<file path="src/rtl/lisp_io_pkg.sv">
`default_nettype none
// ============================================================================
//  Module      : lisp_io_pkg
//  Description : Shared definitions for the LISP core I/O register block:
//                register indices, STATUS bit positions, UART FSM states
//                and a helper that packs the STATUS word.
//  Revision    : 1.0 - initial release
// ============================================================================
package lisp_io_pkg;

   // Register map indices
   localparam logic [6:0] C_REG_LED     = 7'd0;
   localparam logic [6:0] C_REG_STATUS  = 7'd1;
   localparam logic [6:0] C_REG_TX_DATA = 7'd2;
   localparam logic [6:0] C_REG_RX_DATA = 7'd3;
   localparam logic [6:0] C_REG_CYCLE   = 7'd4;

   // STATUS bit positions
   localparam int C_STAT_TX_NOT_FULL  = 0;
   localparam int C_STAT_RX_NOT_EMPTY = 1;
   localparam int C_STAT_RX_OVERRUN   = 2;
   localparam int C_STAT_TX_BUSY      = 3;

   // Common state encoding for the TX and RX serial state machines
   typedef enum logic [1:0] {
      UART_IDLE  = 2'd0,
      UART_START = 2'd1,
      UART_DATA  = 2'd2,
      UART_STOP  = 2'd3
   } uart_state_e;

   function automatic logic [15:0] status_word(
      input logic tx_not_full,
      input logic rx_not_empty,
      input logic rx_overrun,
      input logic tx_busy
   );
      logic [15:0] w;
      w                      = '0;
      w[C_STAT_TX_NOT_FULL]  = tx_not_full;
      w[C_STAT_RX_NOT_EMPTY] = rx_not_empty;
      w[C_STAT_RX_OVERRUN]   = rx_overrun;
      w[C_STAT_TX_BUSY]      = tx_busy;
      return w;
   endfunction

endpackage
`default_nettype wire

</file>
<file path="src/rtl/io_fifo.sv">
`default_nettype none
// ============================================================================
//  Module      : io_fifo
//  Description : Small synchronous FIFO with show-ahead head output.
//                A push and a pop in the same cycle both take effect; a push
//                while full is accepted only if a pop frees the slot in the
//                same cycle, otherwise it is dropped. A pop while empty is
//                ignored. DEPTH must be a power of two, at least 2.
//  Ports       : clk_i   - clock
//                rst_i   - asynchronous active-high reset (empties FIFO)
//                push_i  - write data_i into the tail
//                data_i  - write data
//                pop_i   - discard the head entry
//                full_o  - DEPTH entries held
//                empty_o - no entries held
//                head_o  - oldest entry (valid when !empty_o)
//  Revision    : 1.0 - initial release
// ============================================================================
module io_fifo #(
   parameter int DEPTH = 4,
   parameter int WIDTH = 8
) (
   input  logic             clk_i,
   input  logic             rst_i,
   input  logic             push_i,
   input  logic [WIDTH-1:0] data_i,
   input  logic             pop_i,
   output logic             full_o,
   output logic             empty_o,
   output logic [WIDTH-1:0] head_o
);

   localparam int         AW      = (DEPTH > 1) ? $clog2(DEPTH) : 1;
   localparam logic [AW:0] C_DEPTH = (AW + 1)'(DEPTH);

   logic [WIDTH-1:0] mem_q [DEPTH];
   logic [AW-1:0]    wr_ptr_q;
   logic [AW-1:0]    rd_ptr_q;
   logic [AW:0]      count_q;

   logic w_do_pop;
   logic w_do_push;

   assign full_o    = (count_q == C_DEPTH);
   assign empty_o   = (count_q == '0);
   assign head_o    = mem_q[rd_ptr_q];
   assign w_do_pop  = pop_i && !empty_o;
   assign w_do_push = push_i && (!full_o || w_do_pop);

   always_ff @(posedge clk_i or posedge rst_i) begin
      if (rst_i) begin
         wr_ptr_q <= '0;
         rd_ptr_q <= '0;
         count_q  <= '0;
      end else begin
         if (w_do_push) wr_ptr_q <= wr_ptr_q + 1'b1;
         if (w_do_pop)  rd_ptr_q <= rd_ptr_q + 1'b1;
         case ({w_do_push, w_do_pop})
            2'b10:   count_q <= count_q + 1'b1;
            2'b01:   count_q <= count_q - 1'b1;
            default: count_q <= count_q;
         endcase
      end
   end

   // Storage needs no reset: occupancy is tracked by the pointers
   always_ff @(posedge clk_i) begin
      if (w_do_push) mem_q[wr_ptr_q] <= data_i;
   end

endmodule
`default_nettype wire

</file>
<file path="src/rtl/lisp_io_registers.sv">
`default_nettype none
// ============================================================================
//  Module      : lisp_io_registers
//  Description : Memory-mapped I/O register block for the LISP core: LED
//                register, STATUS, UART transmit/receive data (8N1, each
//                direction buffered by an io_fifo) and a free-running cycle
//                counter. Read data is registered one cycle after the strobe.
//  Ports       : clk                  - sole clock, rising edge
//                reset                - asynchronous active-high reset
//                register_index       - register select
//                register_read        - bus access strobe (also high on writes)
//                register_write       - write strobe
//                register_write_value - write data
//                register_read_value  - registered read data
//                uart_tx              - serial out, idle high
//                uart_rx              - serial in, asynchronous to clk
//                led                  - LED register contents
//  Revision    : 1.0 - initial release
// ============================================================================
module lisp_io_registers
   import lisp_io_pkg::*;
#(
   parameter int CLKS_PER_BIT = 16,
   parameter int FIFO_DEPTH   = 4
) (
   input  logic        clk,
   input  logic        reset,
   input  logic [6:0]  register_index,
   input  logic        register_read,
   input  logic        register_write,
   input  logic [15:0] register_write_value,
   output logic [15:0] register_read_value,
   output logic        uart_tx,
   input  logic        uart_rx,
   output logic [15:0] led
);

   localparam int                CNT_W      = $clog2(CLKS_PER_BIT);
   localparam logic [CNT_W-1:0]  C_BIT_LAST = CNT_W'(CLKS_PER_BIT - 1);
   localparam logic [CNT_W-1:0]  C_HALF_BIT = CNT_W'(CLKS_PER_BIT / 2 - 1);

   // ---------------------------------------------------------------- state
   logic [15:0] led_q, led_d;
   logic [15:0] rdata_q, rdata_d;
   logic [15:0] cycle_q, cycle_d;
   logic        rx_overrun_q, rx_overrun_d;

   logic        rx_meta_q, rx_sync_q, rx_prev_q;

   uart_state_e      tx_state_q;
   logic [CNT_W-1:0] tx_cnt_q;
   logic [2:0]       tx_bit_q;
   logic [7:0]       tx_shift_q;
   logic             tx_line_q;

   uart_state_e      rx_state_q;
   logic [CNT_W-1:0] rx_cnt_q;
   logic [2:0]       rx_bit_q;
   logic [7:0]       rx_shift_q;
   logic             rx_push_q;

   // ---------------------------------------------------------------- wires
   logic        w_pure_read;
   logic        w_wr_led;
   logic        w_wr_tx;
   logic        w_rd_status;
   logic        w_rd_rx;
   logic        w_tx_full, w_tx_empty, w_tx_pop, w_tx_busy;
   logic [7:0]  w_tx_head;
   logic        w_rx_full, w_rx_empty, w_rx_pop;
   logic [7:0]  w_rx_head;
   logic        w_overrun_set;
   logic [15:0] w_read_mux;

   // Read side effects apply only when the access is not also a write
   assign w_pure_read = register_read && !register_write;
   assign w_wr_led    = register_write && (register_index == C_REG_LED);
   assign w_wr_tx     = register_write && (register_index == C_REG_TX_DATA);
   assign w_rd_status = w_pure_read && (register_index == C_REG_STATUS);
   assign w_rd_rx     = w_pure_read && (register_index == C_REG_RX_DATA);
   assign w_rx_pop    = w_rd_rx && !w_rx_empty;

   // TX takes a byte when idle, or at the end of a stop bit so that queued
   // bytes follow each other with no idle gap
   assign w_tx_pop  = !w_tx_empty &&
                      ((tx_state_q == UART_IDLE) ||
                       ((tx_state_q == UART_STOP) && (tx_cnt_q == C_BIT_LAST)));
   assign w_tx_busy = (tx_state_q != UART_IDLE);

   // A received byte that finds no room (and no slot freed by a read this
   // cycle) is lost and flagged
   assign w_overrun_set = rx_push_q && w_rx_full && !w_rx_pop;

   // ---------------------------------------------------------------- FIFOs
   io_fifo #(.DEPTH(FIFO_DEPTH), .WIDTH(8)) u_tx_fifo (
      .clk_i   (clk),
      .rst_i   (reset),
      .push_i  (w_wr_tx),
      .data_i  (register_write_value[7:0]),
      .pop_i   (w_tx_pop),
      .full_o  (w_tx_full),
      .empty_o (w_tx_empty),
      .head_o  (w_tx_head)
   );

   io_fifo #(.DEPTH(FIFO_DEPTH), .WIDTH(8)) u_rx_fifo (
      .clk_i   (clk),
      .rst_i   (reset),
      .push_i  (rx_push_q),
      .data_i  (rx_shift_q),
      .pop_i   (w_rx_pop),
      .full_o  (w_rx_full),
      .empty_o (w_rx_empty),
      .head_o  (w_rx_head)
   );

   // ---------------------------------------------------------------- read mux
   always_comb begin
      w_read_mux = '0;
      case (register_index)
         C_REG_LED:     w_read_mux = led_q;
         C_REG_STATUS:  w_read_mux = status_word(!w_tx_full, !w_rx_empty,
                                                 rx_overrun_q, w_tx_busy);
         C_REG_RX_DATA: w_read_mux = {8'h00, (w_rx_empty ? 8'h00 : w_rx_head)};
         C_REG_CYCLE:   w_read_mux = cycle_q;
         default:       w_read_mux = '0;
      endcase
   end

   // ---------------------------------------------------------------- registers
   always_comb begin
      led_d        = led_q;
      rdata_d      = rdata_q;
      cycle_d      = cycle_q + 16'd1;
      rx_overrun_d = rx_overrun_q;
      if (w_wr_led)      led_d        = register_write_value;
      if (register_read) rdata_d      = w_read_mux;
      if (w_rd_status)   rx_overrun_d = 1'b0;
      if (w_overrun_set) rx_overrun_d = 1'b1;   // a new overrun beats the clear
   end

   always_ff @(posedge clk or posedge reset) begin
      if (reset) begin
         led_q        <= '0;
         rdata_q      <= '0;
         cycle_q      <= '0;
         rx_overrun_q <= 1'b0;
         rx_meta_q    <= 1'b1;
         rx_sync_q    <= 1'b1;
         rx_prev_q    <= 1'b1;
      end else begin
         led_q        <= led_d;
         rdata_q      <= rdata_d;
         cycle_q      <= cycle_d;
         rx_overrun_q <= rx_overrun_d;
         rx_meta_q    <= uart_rx;
         rx_sync_q    <= rx_meta_q;
         rx_prev_q    <= rx_sync_q;
      end
   end

   // ---------------------------------------------------------------- TX FSM
   always_ff @(posedge clk or posedge reset) begin
      if (reset) begin
         tx_state_q <= UART_IDLE;
         tx_cnt_q   <= '0;
         tx_bit_q   <= '0;
         tx_shift_q <= '0;
         tx_line_q  <= 1'b1;
      end else begin
         case (tx_state_q)
            UART_IDLE: begin
               tx_cnt_q <= '0;
               if (!w_tx_empty) begin
                  tx_state_q <= UART_START;
                  tx_shift_q <= w_tx_head;
                  tx_line_q  <= 1'b0;
               end
            end
            UART_START: begin
               if (tx_cnt_q == C_BIT_LAST) begin
                  tx_state_q <= UART_DATA;
                  tx_cnt_q   <= '0;
                  tx_bit_q   <= '0;
                  tx_line_q  <= tx_shift_q[0];
               end else begin
                  tx_cnt_q <= tx_cnt_q + 1'b1;
               end
            end
            UART_DATA: begin
               if (tx_cnt_q == C_BIT_LAST) begin
                  tx_cnt_q <= '0;
                  if (tx_bit_q == 3'd7) begin
                     tx_state_q <= UART_STOP;
                     tx_line_q  <= 1'b1;
                  end else begin
                     tx_bit_q   <= tx_bit_q + 1'b1;
                     tx_shift_q <= {1'b0, tx_shift_q[7:1]};
                     tx_line_q  <= tx_shift_q[1];
                  end
               end else begin
                  tx_cnt_q <= tx_cnt_q + 1'b1;
               end
            end
            UART_STOP: begin
               if (tx_cnt_q == C_BIT_LAST) begin
                  tx_cnt_q <= '0;
                  if (!w_tx_empty) begin
                     tx_state_q <= UART_START;
                     tx_shift_q <= w_tx_head;
                     tx_line_q  <= 1'b0;
                  end else begin
                     tx_state_q <= UART_IDLE;
                  end
               end else begin
                  tx_cnt_q <= tx_cnt_q + 1'b1;
               end
            end
            default: begin
               tx_state_q <= UART_IDLE;
               tx_line_q  <= 1'b1;
            end
         endcase
      end
   end

   // ---------------------------------------------------------------- RX FSM
   // Bit timing is measured from the detected falling edge; the start bit
   // is checked at its middle and every later sample is one bit further on.
   always_ff @(posedge clk or posedge reset) begin
      if (reset) begin
         rx_state_q <= UART_IDLE;
         rx_cnt_q   <= '0;
         rx_bit_q   <= '0;
         rx_shift_q <= '0;
         rx_push_q  <= 1'b0;
      end else begin
         rx_push_q <= 1'b0;
         case (rx_state_q)
            UART_IDLE: begin
               rx_cnt_q <= '0;
               if (rx_prev_q && !rx_sync_q) rx_state_q <= UART_START;
            end
            UART_START: begin
               if (rx_cnt_q == C_HALF_BIT) begin
                  rx_cnt_q <= '0;
                  rx_bit_q <= '0;
                  // A line already back high was a glitch, not a start bit
                  rx_state_q <= rx_sync_q ? UART_IDLE : UART_DATA;
               end else begin
                  rx_cnt_q <= rx_cnt_q + 1'b1;
               end
            end
            UART_DATA: begin
               if (rx_cnt_q == C_BIT_LAST) begin
                  rx_cnt_q   <= '0;
                  rx_shift_q <= {rx_sync_q, rx_shift_q[7:1]};
                  if (rx_bit_q == 3'd7) rx_state_q <= UART_STOP;
                  else                  rx_bit_q   <= rx_bit_q + 1'b1;
               end else begin
                  rx_cnt_q <= rx_cnt_q + 1'b1;
               end
            end
            UART_STOP: begin
               if (rx_cnt_q == C_BIT_LAST) begin
                  rx_cnt_q   <= '0;
                  rx_state_q <= UART_IDLE;
                  // Framing error (stop bit low) drops the byte
                  rx_push_q  <= rx_sync_q;
               end else begin
                  rx_cnt_q <= rx_cnt_q + 1'b1;
               end
            end
            default: rx_state_q <= UART_IDLE;
         endcase
      end
   end

   // ---------------------------------------------------------------- outputs
   assign register_read_value = rdata_q;
   assign uart_tx             = tx_line_q;
   assign led                 = led_q;

endmodule
`default_nettype wire

</file>
<file path="config.mk">
export PLATFORM = sky130hd
export DESIGN_NAME = lisp_io_registers
export DESIGN_NICKNAME = d
export VERILOG_FILES = /design/src/rtl/lisp_io_pkg.sv /design/src/rtl/io_fifo.sv /design/src/rtl/lisp_io_registers.sv
export SDC_FILE = /design/constraint.sdc
export NUM_CORES = 1
export LEC_CHECK = 0
export ABC_AREA = 1
export CAP_MARGIN = 25
export CORE_MARGIN = 5
export CORE_UTILIZATION = 63
export CTS_CLUSTER_SIZE = 12
export DETAILED_ROUTE_END_ITERATION = 10
export PLACE_DENSITY = 0.89
export SLEW_MARGIN = 25
export SYNTH_ARGS = -nofsm -noshare
export SYNTH_HDL_FRONTEND = slang
export SYNTH_HIERARCHICAL = 1
export SYNTH_SLANG_ARGS = --single-unit
</file>
<file path="constraint.sdc">
create_clock -name clk -period 6.76 [get_ports clk]
set_input_delay 1.352 -clock clk [delete_from_list [all_inputs] [get_ports clk]]
set_output_delay 1.352 -clock clk [all_outputs]
set_load 0.01 [all_outputs]
</file>
==> flow_summary.yaml <==
yosys:
  synth_edf_count: 64
  ys_ff_latch: 166
  yosysSeqAreaShare_pct: 57.22
  yosys.area_share.simple_pct: 20.36
  synth_compound_area_share_pct: 8.407
  ys_warn_count: 6
  synth.area.mux_share_pct: 0.7671
  synthFlopType: "dfrtp_1"
  synthTopCellsByArea: "dfrtp_1 (31%), edfxtp_1 (25%), nand2_1 (8.4%)"
  syn-mean-instance-area_um2: 9.786
  synth.largest_area_cell: "dfrtp_1"
  synth_xor_area_share_pct: 2.014
  synth_cells: 800
  post-synth-top-count-cell: "nand2_1"
  synth_largest_type_area_fraction_pct: 31.32
  synthesis.nets: 852
  synth_top_family_by_area: "simple AND/OR/NAND/NOR gates"
  ys_top_cells_by_count: "nand2_1 (176), dfrtp_1 (98), inv_1 (86)"
  synth-adder-area-share_pct: 4.027
  ys_types: 42
  syn_area_um2: 7829
  async_reset_ff_share_pct: 61.45
sta:
  finClkSkew_ns: 0.01358
  tightest_slew_ns: 0.7889
  slew_headroom_pct: 47.40
  rsz0062_at_grt: "no"
  finalCriticalPeriod_ns: 3.751
  hold_slack_ns: 0.3563
  fin_crit_sh_pct: 55.50
  fin_setup_tns_ns: 0
  setup_violations: 0
  hold_viol: 0
  slew_viol_final: 0
  max_freq_mhz: 266.6
grt:
  grt_max_degree: 65
  antenna_found_initial: 0
  grt_use_total_pct: 26.04
  grt_pass1_wl_mm: 29.70
  grt_pass1_vias: 5961
  grt_overflow: 0
route:
  post-route-drc-count: 0
  ant_nets: 0
  drtIter0Drc: 558
  wl_per_cell_um: 17.40
  vias_per_cell: 5.688
  drt-total-wl_mm: 18.10
  vias: 5916
  drt_pass1_iterations: 5
layout:
  fin_cells: 1040
  n_antenna_cell: 0
  nets: 911
  drive_gt1_share_pct: 9.748
  utilization_pct: 74.94
  area_growth_pct: 15.93
place:
  hpwlAfterDp_mm: 11.86
  placed_cells: 1008
  numPortBuffers: 60
  place_congestion: 0.8326
critical_path:
  critical_path.cell_chain: "clkdlybuf4s50_1 > inv_1 > nand2_1 > nor2_4 > nand3_1 > nor2_1 > inv_1 > nand3_2 > nand2_4 > ha_1 > inv_1 > fa_1 > o21ai_0"
  critPathRequiredTime_ns: 7.10
  cp_common_cell: "inv_1"
  crit_family: "simple AND/OR/NAND/NOR gates"
  critPathBufInv: 4
  path_max_fanout: 34
  r2r_slack_ns: 3.75
  cp_data_arrival_time_ns: 4.10
  slowest_delay_ns: 0.55
  critPathCaptureType: "flip-flop"
  cp-start-kind: "primary input"
  cp_slowest_cell: "nor2_4"
  worstSetupPathType: "in2reg"
cts:
  cts_sinks: 166
  cts_resized: 0
  h-tree-depth: 4
  cts_buffer_depth: 2
  numCtsBuffers: 17
  cts_tree: "built"
  ctsHoldBuffers: 0
  root_buffer: "clkbuf_16"
  clock_latency_ns: 0.44
  postCtsSetupBuffers: 0
  clkTransAtPathRegs_ns: 0.06
min_path:
  hold_class: "reg2reg"
run_status:
  status: "complete, no violations"
die:
  core.rowCount: 40
  die_w_um: 121.5
  die_h_um: 121.5
  core_area_um2: 12110
  dieArea_um2: 14760
  io_pins: 61
  start_util_pct: 64.64
power:
  power_w: 0.002886
  powerDensity_nw_per_um2: 318.0
  ir_drop_mv: 0.2489
  leakage_nw: 4.126
flow_run:
  cap_viol_max_count: 0
==> worst paths after layout <==
kind | from | endpoint | depth (start not counted)
max in group asynchronous | reset | rx_shift_q[7] | 3
min in group asynchronous | reset | u_rx_fifo/wr_ptr_q[1] | 2
setup reg to reg | u_tx_fifo/count_q[0] | u_tx_fifo/count_q[2] | 15
setup / recovery | register_index[5] | u_rx_fifo/count_q[1] | 13
hold reg to reg | rx_meta_q | rx_sync_q | 0
hold / removal | rx_meta_q | rx_sync_q | 0
==> cell type report <==
type,instances,area (um2)
Inverter,93,365.4
Multi-Input combinational cell,520,2785
Timing Repair Buffer,61,608.1
Sequential cell,166,4479
Fill cell,755,3035
Clock buffer,24,518.0
Tap cell,168,210.2
Clock inverter,8,110.1
==> power breakdown <==
part | internal (W) | switching [W]
clock | 0.000615 | 0.000395
sequential | 0.00114 | 0.0000950
combinational | 0.000232 | 0.000413
==> per-stage QoR <==
step                area (um2)  setup slack, ns
floorplan                 7829            3.136
global placement          8448            2.738
detailed placement        8448            2.615
CTS                       9076            3.042
global route              9076            2.819
finish                    9076            3.009
==> registers in the layout, summed over array words and instances, names as in the netlist, 4 cells and up, named ones only <==
register and cells:
u_tx_fifo/mem_q 32, rx_cnt_q 4, u_rx_fifo/mem_q 32, cycle_q 16, tx_shift_q 8, rx_shift_q 8, register_read_value 16, led 16
tx_cnt_q 4
==> layout by cell type, fill, tap and decap left out, types with 15 or more instances in the layout <==
cell             count
clkbuf_16           19
clkdlybuf4s50_1     60
dfrtp_1             98
edfxtp_1            64
ha_1                22
inv_1               85
nand2_1            176
nand3_1             53
nor2_1              85
o21ai_0             46
o21ai_1             37
xor2_1              15
==> logic make-up after synthesis <==
logic type      count (synthesis)
buf+inv                       114
mux                             6
xor+xnor                       18
compound gates                115
flops                         166
simple gates                  357
fa+ha+maj                      24
==> per-layer routing <==
layer,global-route usage (%),share of wire [%],routed length [um],up-vias
li1,-,-,-,2738
met1,30.15,37,6758,2858
met2,46.25,53,9668,251
met3,5.828,5.6,1012,69
met4,11.20,3.6,656,0
met5,0,0,0,-
(Power assumes the default switching activity.)
